===== src/rtl/matrix_row_loader.sv =====
// Word-serial row loader: assembles vecSize rows of regSize bits into a
// matrix and holds it for the transpose stage under valid/ready.
module matrix_row_loader #(
  parameter int regSize = 32,
  parameter int vecSize = 4
) (
  input  logic                             clk,
  input  logic                             rst,
  input  logic                             clear,
  input  logic                             in_valid,
  input  logic [regSize-1:0]               in_data,
  output logic                             in_ready,
  output logic                             out_valid,
  input  logic                             out_ready,
  output logic [vecSize-1:0][regSize-1:0]  matrix_out,
  output logic [$clog2(vecSize):0]         fill_count
);

  localparam int CW = $clog2(vecSize) + 1;

  typedef enum logic {FILL, FULL} state_e;

  state_e                          state_q, state_d;
  logic [vecSize-1:0][regSize-1:0] rows_q, rows_d;
  logic [CW-1:0]                   fill_q, fill_d;
  logic                            valid_q, valid_d;
  logic                            accept;
  logic                            xfer;

  // FULL only lets a word in when the held matrix leaves the same cycle
  assign in_ready   = (state_q == FILL) | out_ready;
  assign accept     = in_valid & in_ready;
  assign xfer       = valid_q & out_ready;
  assign out_valid  = valid_q;
  assign matrix_out = rows_q;
  assign fill_count = fill_q;

  always_comb begin
    state_d = state_q;
    rows_d  = rows_q;
    fill_d  = fill_q;
    valid_d = valid_q;
    if (clear) begin
      state_d = FILL;
      rows_d  = '0;
      fill_d  = '0;
      valid_d = 1'b0;
    end else begin
      unique case (state_q)
        FILL: begin
          if (accept) begin
            for (int k = 0; k < vecSize; k++) begin
              if (fill_q == CW'(k)) rows_d[k] = in_data;
            end
            fill_d = fill_q + CW'(1);
            if (fill_q == CW'(vecSize - 1)) begin
              state_d = FULL;
              valid_d = 1'b1;
            end
          end
        end
        FULL: begin
          if (xfer) begin
            state_d = FILL;
            valid_d = 1'b0;
            if (accept) begin
              rows_d[0] = in_data;
              fill_d    = CW'(1);
            end else begin
              fill_d    = '0;
            end
          end
        end
        default: state_d = FILL;
      endcase
    end
  end

  always_ff @(posedge clk or posedge rst) begin
    if (rst) begin
      state_q <= FILL;
      rows_q  <= '0;
      fill_q  <= '0;
      valid_q <= 1'b0;
    end else begin
      state_q <= state_d;
      rows_q  <= rows_d;
      fill_q  <= fill_d;
      valid_q <= valid_d;
    end
  end

endmodule


===== config.mk =====
export PLATFORM = sky130hd
export DESIGN_NAME = matrix_row_loader
export DESIGN_NICKNAME = d
export VERILOG_FILES = /design/src/rtl/matrix_row_loader.sv
export SDC_FILE = /design/constraint.sdc
export NUM_CORES = 1
export LEC_CHECK = 0
export ABC_AREA = 1
export CAP_MARGIN = 10
export CORE_MARGIN = 2
export CORE_UTILIZATION = 40
export CTS_BUF_LIST = sky130_fd_sc_hd__clkbuf_4
export DETAILED_ROUTE_END_ITERATION = 10
export PLACE_DENSITY = 0.7
export SLEW_MARGIN = 40
export SYNTH_ARGS = -nofsm -noshare
export SYNTH_HDL_FRONTEND = slang
export SYNTH_SLANG_ARGS = --single-unit

===== constraint.sdc =====
create_clock -name clk -period 7.9 [get_ports clk]
set_input_delay 1.975 -clock clk [delete_from_list [all_inputs] [get_ports clk]]
set_output_delay 1.975 -clock clk [all_outputs]
set_load 0.03 [all_outputs]

## Word level (Yosys, flattened, before mapping)

Cells that the tools add are included.

| operators by class | value |
|---|---|
| equality and inequality tests | 9 |
| bitwise operators | 4 |
| mux-type cells | 25 |
| reductions and logical operators | 11 |
| add/subtract/negate cells | 1 |

Operators by type and width:

| kind | number |
|---|---|
| $mux 128 | 2 |
| $mux 32 | 6 |
| $mux 96 | 1 |
| $pmux 32 s2 | 1 |
| $ne 3x2->1 const B | 4 |
| $reduce_and 3->1 | 4 |
| $mux 1 | 9 |
| $mux 3 | 3 |
| $reduce_bool 2->1 | 4 |
| $eq 3x2->1 const B | 2 |
| $pmux 3 s2 | 1 |
| $pmux 1 s2 | 2 |
| $reduce_and 4->1 | 1 |
| $add 3x1->3 const B | 1 |
| $eq 3x1->1 const B | 1 |
| $logic_not 3->1 | 1 |
| $ne 3x3->1 const B | 1 |
| $and 1x1->1 | 2 |
| $ne 2x2->1 const B | 1 |
| $reduce_and 2->1 | 1 |
| $not 1->1 | 1 |
| $or 1x1->1 | 1 |

| storage, ports and cells | value |
|---|---|
| bits of input ports | 37 |
| word-level logic and storage cells | 57 |
| register bits after elaboration | 133 |

## Depth between registers and ports, before layout

Gate-level depths: netlist (run 1).

| logic depth | value |
|---|---|
| word-level depth | 7 |
| gate-level depth with buffers | 9 |
| mapped depth without buffers | 7 |

## Worst setup path before layout (run 1)

Ideal clock, no wire load.

| path | value |
|---|---|
| kind | input to output |
| start point | input out_ready |
| end point | output in_ready |
| path slack | 3707 ps |
| cell stages on the path | 2 |
| required time | 5925 ps |
| arrival time | 2218 ps |
| path buffers | 0 |
| cells stage by stage | inv_1 -> nand2_1 |

| between the ends | value |
|---|---|
| word-level cells in the longest chain between the ends | 1 |

RTL lines:

| item | RTL line | source |
|---|---|---|
| start: declaration | 14 | `input logic out_ready,` |
| $or 1x1->1 | 31 | `assign in_ready = (state_q == FILL) \| out_ready;` |
| end: declaration | 12 | `output logic in_ready,` |

No other way between the ends.

## Worst setup path in the final report (run 1)

Same ends and word-level chain as after synthesis.

==> impl_metrics.json, run 1 <==
{
  "cp-end-kind": "output port",
  "core_um2": 13900,
  "finalWorstPathRequiredPeriod_ps": 5230,
  "finalClockSkew_ps": 13.6,
  "setup_viol": 0,
  "ys_seq_area_share_pct": 58.5,
  "cp-start-kind": "input pin",
  "topRoutingLayerUsed": "met4",
  "ys_warn_count": 0,
  "cts_hold_buf": 0,
  "dr_wl_met2_um": 7700,
  "slew_headroom_pct": 44.1,
  "mappedNetlistArea_um2": 5690,
  "die_height_um": 123,
  "initialDrtViolationCount": 442,
  "die_x_um": 123,
  "portBuffers": 169,
  "ir_worst_vdd_mv": 0.0953,
  "fill_cells": 1267,
  "clkTransAtPathRegs_ps": 100,
  "cap_violations": 0,
  "critPathMostFrequentCell": "clkdlybuf4s50_1",
  "dp_hpwl_um": 10500,
  "ant_nets": 0,
  "cp_slowest_cell": "clkdlybuf4s50_1",
  "ios": 170,
  "gp_congestion": 0.789,
  "design.die.area_um2": 15200,
  "dr_wl_met3_um": 1120,
  "fin_util_pct": 55.9,
  "num_rows": 43,
  "path_class": "in -> out",
  "crit_required_ps": 5930,
  "max_freq_mhz": 191,
  "cts_tree": "built",
  "antenna_found_initial": 1,
  "power.leakage_nw": 3.92,
  "worstSkewPairLatency_ps": 530,
  "grt_max_degree": 72,
  "cts_num_sinks": 133,
  "grt_setup_unrepaired": "false",
  "grt_pass1_vias": 4795,
  "yosysUniqueCellTypes": 21,
  "whs_ps": 483,
  "outcome": "finished, final reports clean",
  "ys_ff_latch": 133,
  "drv_slew": 0,
  "syn_inst": 670,
  "clk_path_buf_depth": 2,
  "cts_buffers": 17,
  "mostFrequentLayoutCells": "nand2_1 (236), clkdlybuf4s50_1 (168), dfrtp_1 (133)",
  "postCtsSetupBuffers": 0,
  "htreeDepth": 4,
  "cp_max_fo": 2,
  "critical_path.cell_chain": "clkdlybuf4s50_1 -> inv_1 -> nand2_1 -> clkdlybuf4s50_1",
  "power_density_nw_per_um2": 232,
  "root_buffer": "clkbuf_4",
  "hold_path.class": "reg -> reg",
  "grt_pass1_wl_um": 25000,
  "via_per_inst": 4.94,
  "finalNetCount": 864,
  "synth_area_per_cell_um2": 8.49,
  "setup-tns-final_ps": 0,
  "overflow": 0,
  "syn_to_final_growth_pct": 36.3,
  "start_util_pct": 41.0,
  "finalWirelength_um": 16000,
  "cts_resized": 0,
  "finalHoldViolCount": 0,
  "wl_met1_um": 6830,
  "drive_gt1_share_pct": 5.52,
  "vias": 5015,
  "fin_crit_sh_pct": 66.2,
  "drc_errors": 0,
  "first_pass_iters": 5,
  "arrival_ps": 3260,
  "worstMarginPinSlew_ps": 838,
  "slowest_delay_ps": 670,
  "final_common_cell": "nand2_1",
  "syn_nets": 712,
  "wl_per_cell_um": 15.8,
  "grtUsageTotal_pct": 21.9
}
-- area by class of cell --
class                           count  area [um2]  share of cell area, %
Antenna cell                        1        2.50                 0.0323
Clock buffer                       19         143                   1.84
Clock inverter                     12         161                   2.08
Inverter                           74         285                   3.68
Multi-Input combinational cell    421        1870                   24.1
Sequential cell                   133        3330                   42.9
Tap cell                          180         225                   2.91
Timing Repair Buffer              175        1740                   22.4
-- kinds of logic after synthesis --
| logic type | synth area share, % |
|---|---|
| AO/OA/AOI/OAI | 3.56 |
| adder cells (fa/ha/maj) | 1.10 |
| AND/OR/NAND/NOR | 28.2 |
| buffers and inverters | 8.67 |
| flip-flops | 58.5 |
-- critical path: cells and delay by family --
| family | cells | cell delay, ps |
|---|---|---|
| buf+inv | 3 | 1220 |
| simple gates | 1 | 60 |
-- report_power, final --
part | leakage [nW] | switching (mW) | internal (mW)
Combinational | 2.00 | 0.319 | 0.182
Clock | 0.161 | 0.242 | 0.252
Sequential | 1.76 | 0.0486 | 0.752
Total | 3.92 | 0.610 | 1.19
-- per-stage QoR --
| step | setup WS, ps | total power, mW | instance area [um2] | std cells |
|---|---|---|---|---|
| 2_1_floorplan | 2370 | 1.10 | 5690 | 670 |
| 3_3_place_gp | 2690 | 1.31 | 7440 | 983 |
| 5_1_grt | 2610 | 1.89 | 7750 | 1015 |
| 3_5_place_dp | 2680 | 1.32 | 7440 | 983 |
| 6_report | 2670 | 1.80 | 7750 | 1015 |
| 4_1_cts | 2680 | 1.82 | 7750 | 1014 |
-- path summary, 6_finish.rpt --
| path | start | end | slack (ps) | cells past startpoint |
|---|---|---|---|---|
| max | out_ready | in_ready | 2670 | 4 |
| min | matrix_out[23] | matrix_out[23] | 480 | 2 |
| max reg2reg | state_q | matrix_out[5] | 5370 | 5 |
| min reg2reg | matrix_out[23] | matrix_out[23] | 480 | 2 |
| max in group asynchronous | rst | matrix_out[24] | 4970 | 3 |
| min in group asynchronous | rst | matrix_out[1] | 1910 | 2 |
-- synth_stat cells, drive strengths merged --
cell type / instances / share of area [%]
a21oi: 1 / 0.088
buf: 30 / 2.9
clkbuf: 12 / 0.79
dfrtp: 133 / 59
ha: 5 / 1.1
inv: 74 / 4.9
nand2: 239 / 16
nand3: 68 / 6.1
nand4: 33 / 3.6
nor2: 38 / 2.6
o21ai: 36 / 3.4
o22ai: 1 / 0.11
-- flip-flops by register name, summed over array words and instances, names as in the netlist --
name and flops:
matrix_out 128, fill_count 3, state_q 1, out_valid 1
-- routing by layer --
layer,up-vias,GRT usage [%]
li1,2407,-
met1,2380,28.5
met2,195,34.4
met3,33,5.77
met4,0,9.52
met5,-,0
Note: power is estimated with default switching activity, not from simulation.
==> run 2: changes to the inputs <==
==> constraint.sdc (replaced) <==
create_clock -name clk -period 5.2 [get_ports clk]
set_input_delay 1.3 -clock clk [delete_from_list [all_inputs] [get_ports clk]]
set_output_delay 1.3 -clock clk [all_outputs]
set_load 0.03 [all_outputs]
==> run 2 against run 1 <==
- count of clock-buffer cells in the layout up 2
- design area down 0.84%
- die area unchanged
- global-route usage up 1.1 points
- sequential share of layout area up 0.36 points
- hold slack better by 3.3 ps
- first-iteration DRC count up 3.8%
- largest cell class unchanged
==> impl_metrics.json, run 2 (synthesized netlist as in run 1, its figures left out) <==
{
  "outcome": "finished, final reports clean",
  "p_total_mw": 2.58,
  "final_area_um2": 7690,
  "ant_nets": 0,
  "path_class": "in -> out",
  "first_pass_iters": 4,
  "holdCritStartpoint": "matrix_out[27]",
  "initialDrtViolationCount": 459,
  "largest_register_ffs": 128,
  "ir_worst_vdd_mv": 0.156,
  "grtUsageTotal_pct": 23.0,
  "arrival_ps": 2590,
  "grt_pass1_wl_um": 26600,
  "cts_buffers": 17,
  "startpoint": "out_ready",
  "finalWirelength_um": 16700,
  "dp_hpwl_um": 10900,
  "grt_pass1_vias": 5055,
  "mostFrequentLayoutCells": "nand2_1 (236), clkdlybuf4s50_1 (168), dfrtp_1 (133)",
  "setup_viol": 0,
  "whs_ps": 486,
  "core_um2": 13900,
  "cap_violations": 0,
  "antenna_found_initial": 1,
  "final_common_cell": "nand2_1",
  "hold_path.class": "reg -> reg",
  "finalHoldViolCount": 0,
  "power.leakage_nw": 3.89,
  "postCtsSetupBuffers": 0,
  "setup-tns-final_ps": 0,
  "place_area_um2": 7460,
  "htreeDepth": 4,
  "finalNetCount": 867,
  "cp-end-kind": "output port",
  "grt_max_degree": 78,
  "vias": 5117,
  "crit_required_ps": 3900,
  "clk_path_buf_depth": 2,
  "cts_num_sinks": 133,
  "slew_headroom_pct": 45.5,
  "worstMarginPinSlew_ps": 818,
  "via_per_inst": 5.04,
  "overflow": 0,
  "drive_gt1_share_pct": 5.51,
  "grt_setup_unrepaired": "false",
  "finalClockSkew_ps": 7.82,
  "cp_max_fo": 2,
  "portBuffers": 169,
  "finalWorstPathRequiredPeriod_ps": 3890,
  "cts_hold_buf": 0,
  "gp_congestion": 0.833,
  "num_rows": 43,
  "die_x_um": 123,
  "start_util_pct": 41.0,
  "fin_crit_sh_pct": 74.9,
  "wl_per_cell_um": 16.4,
  "worstSkewPairLatency_ps": 550,
  "r2r_slack_ps": 2780,
  "drc_errors": 0,
  "root_buffer": "clkbuf_4",
  "max_freq_mhz": 257,
  "syn_to_final_growth_pct": 35.2,
  "drv_slew": 0,
  "ios": 170,
  "cts_resized": 0,
  "cp-start-kind": "input pin",
  "r2r_start": "state_q",
  "cts_tree": "built",
  "die_height_um": 123,
  "clkTransAtPathRegs_ps": 100,
  "power_density_nw_per_um2": 335,
  "design.die.area_um2": 15200
}
run 2: cell count changes in the layout (fill, tap and decap cells not counted):
cell / change
buf_4: +4
bufinv_16: -3
clkbuf_4: +2
buf_6: -1
clkinv_1: +1
clkinv_2: -1
clkinvlp_4: -1
run 2: power breakdown:
part	internal, mW	switching, mW
Combinational	0.278	0.490
Sequential	1.14	0.0746
Clock	0.242	0.352
Total	1.66	0.917
run 2: path summary, 6_finish.rpt:
path / end / depth (start not counted)
worst max-delay path: in_ready / 4
worst min-delay path: matrix_out[27] / 2
worst max register to register: matrix_out[22] / 6
worst min register to register: matrix_out[27] / 2
min in group asynchronous: matrix_out[96] / 2
max in group asynchronous: matrix_out[86] / 3
run 2: area by class of cell:
class | instances | area [um2]
fillers | 1269 | 6190
clock inverters | 8 | 62.6
flip-flops and latches | 133 | 3330
clock buffers | 21 | 158
repair buffers | 178 | 1750
multi-input cells | 421 | 1870
diodes | 1 | 2.50
inverters | 74 | 285
well taps | 180 | 225
run 2: per-stage QoR:
| step | utilization, % | setup slack (ps) | std cells |
|---|---|---|---|
| floorplan | - | 346 | 670 |
| global placement | 53.8 | 1330 | 986 |
| detailed placement | 53.8 | 1310 | 986 |
| CTS | 55.4 | 1310 | 1015 |
| global route | 55.4 | 1260 | 1016 |
| finish | 55.4 | 1310 | 1016 |
run 2: routing by layer:
layer	GRT usage, %	wire, um	vias up
li1	-	-	2411
met1	29.4	7140	2488
met2	37.5	8170	191
met5	0	0	-
met4	8.03	269	0
met3	6.46	1100	27
run 2: critical path: stages:
cell,delay (ps)
clkdlybuf4s50_1,490
inv_1,50
nand2_1,80
clkdlybuf4s50_1,670
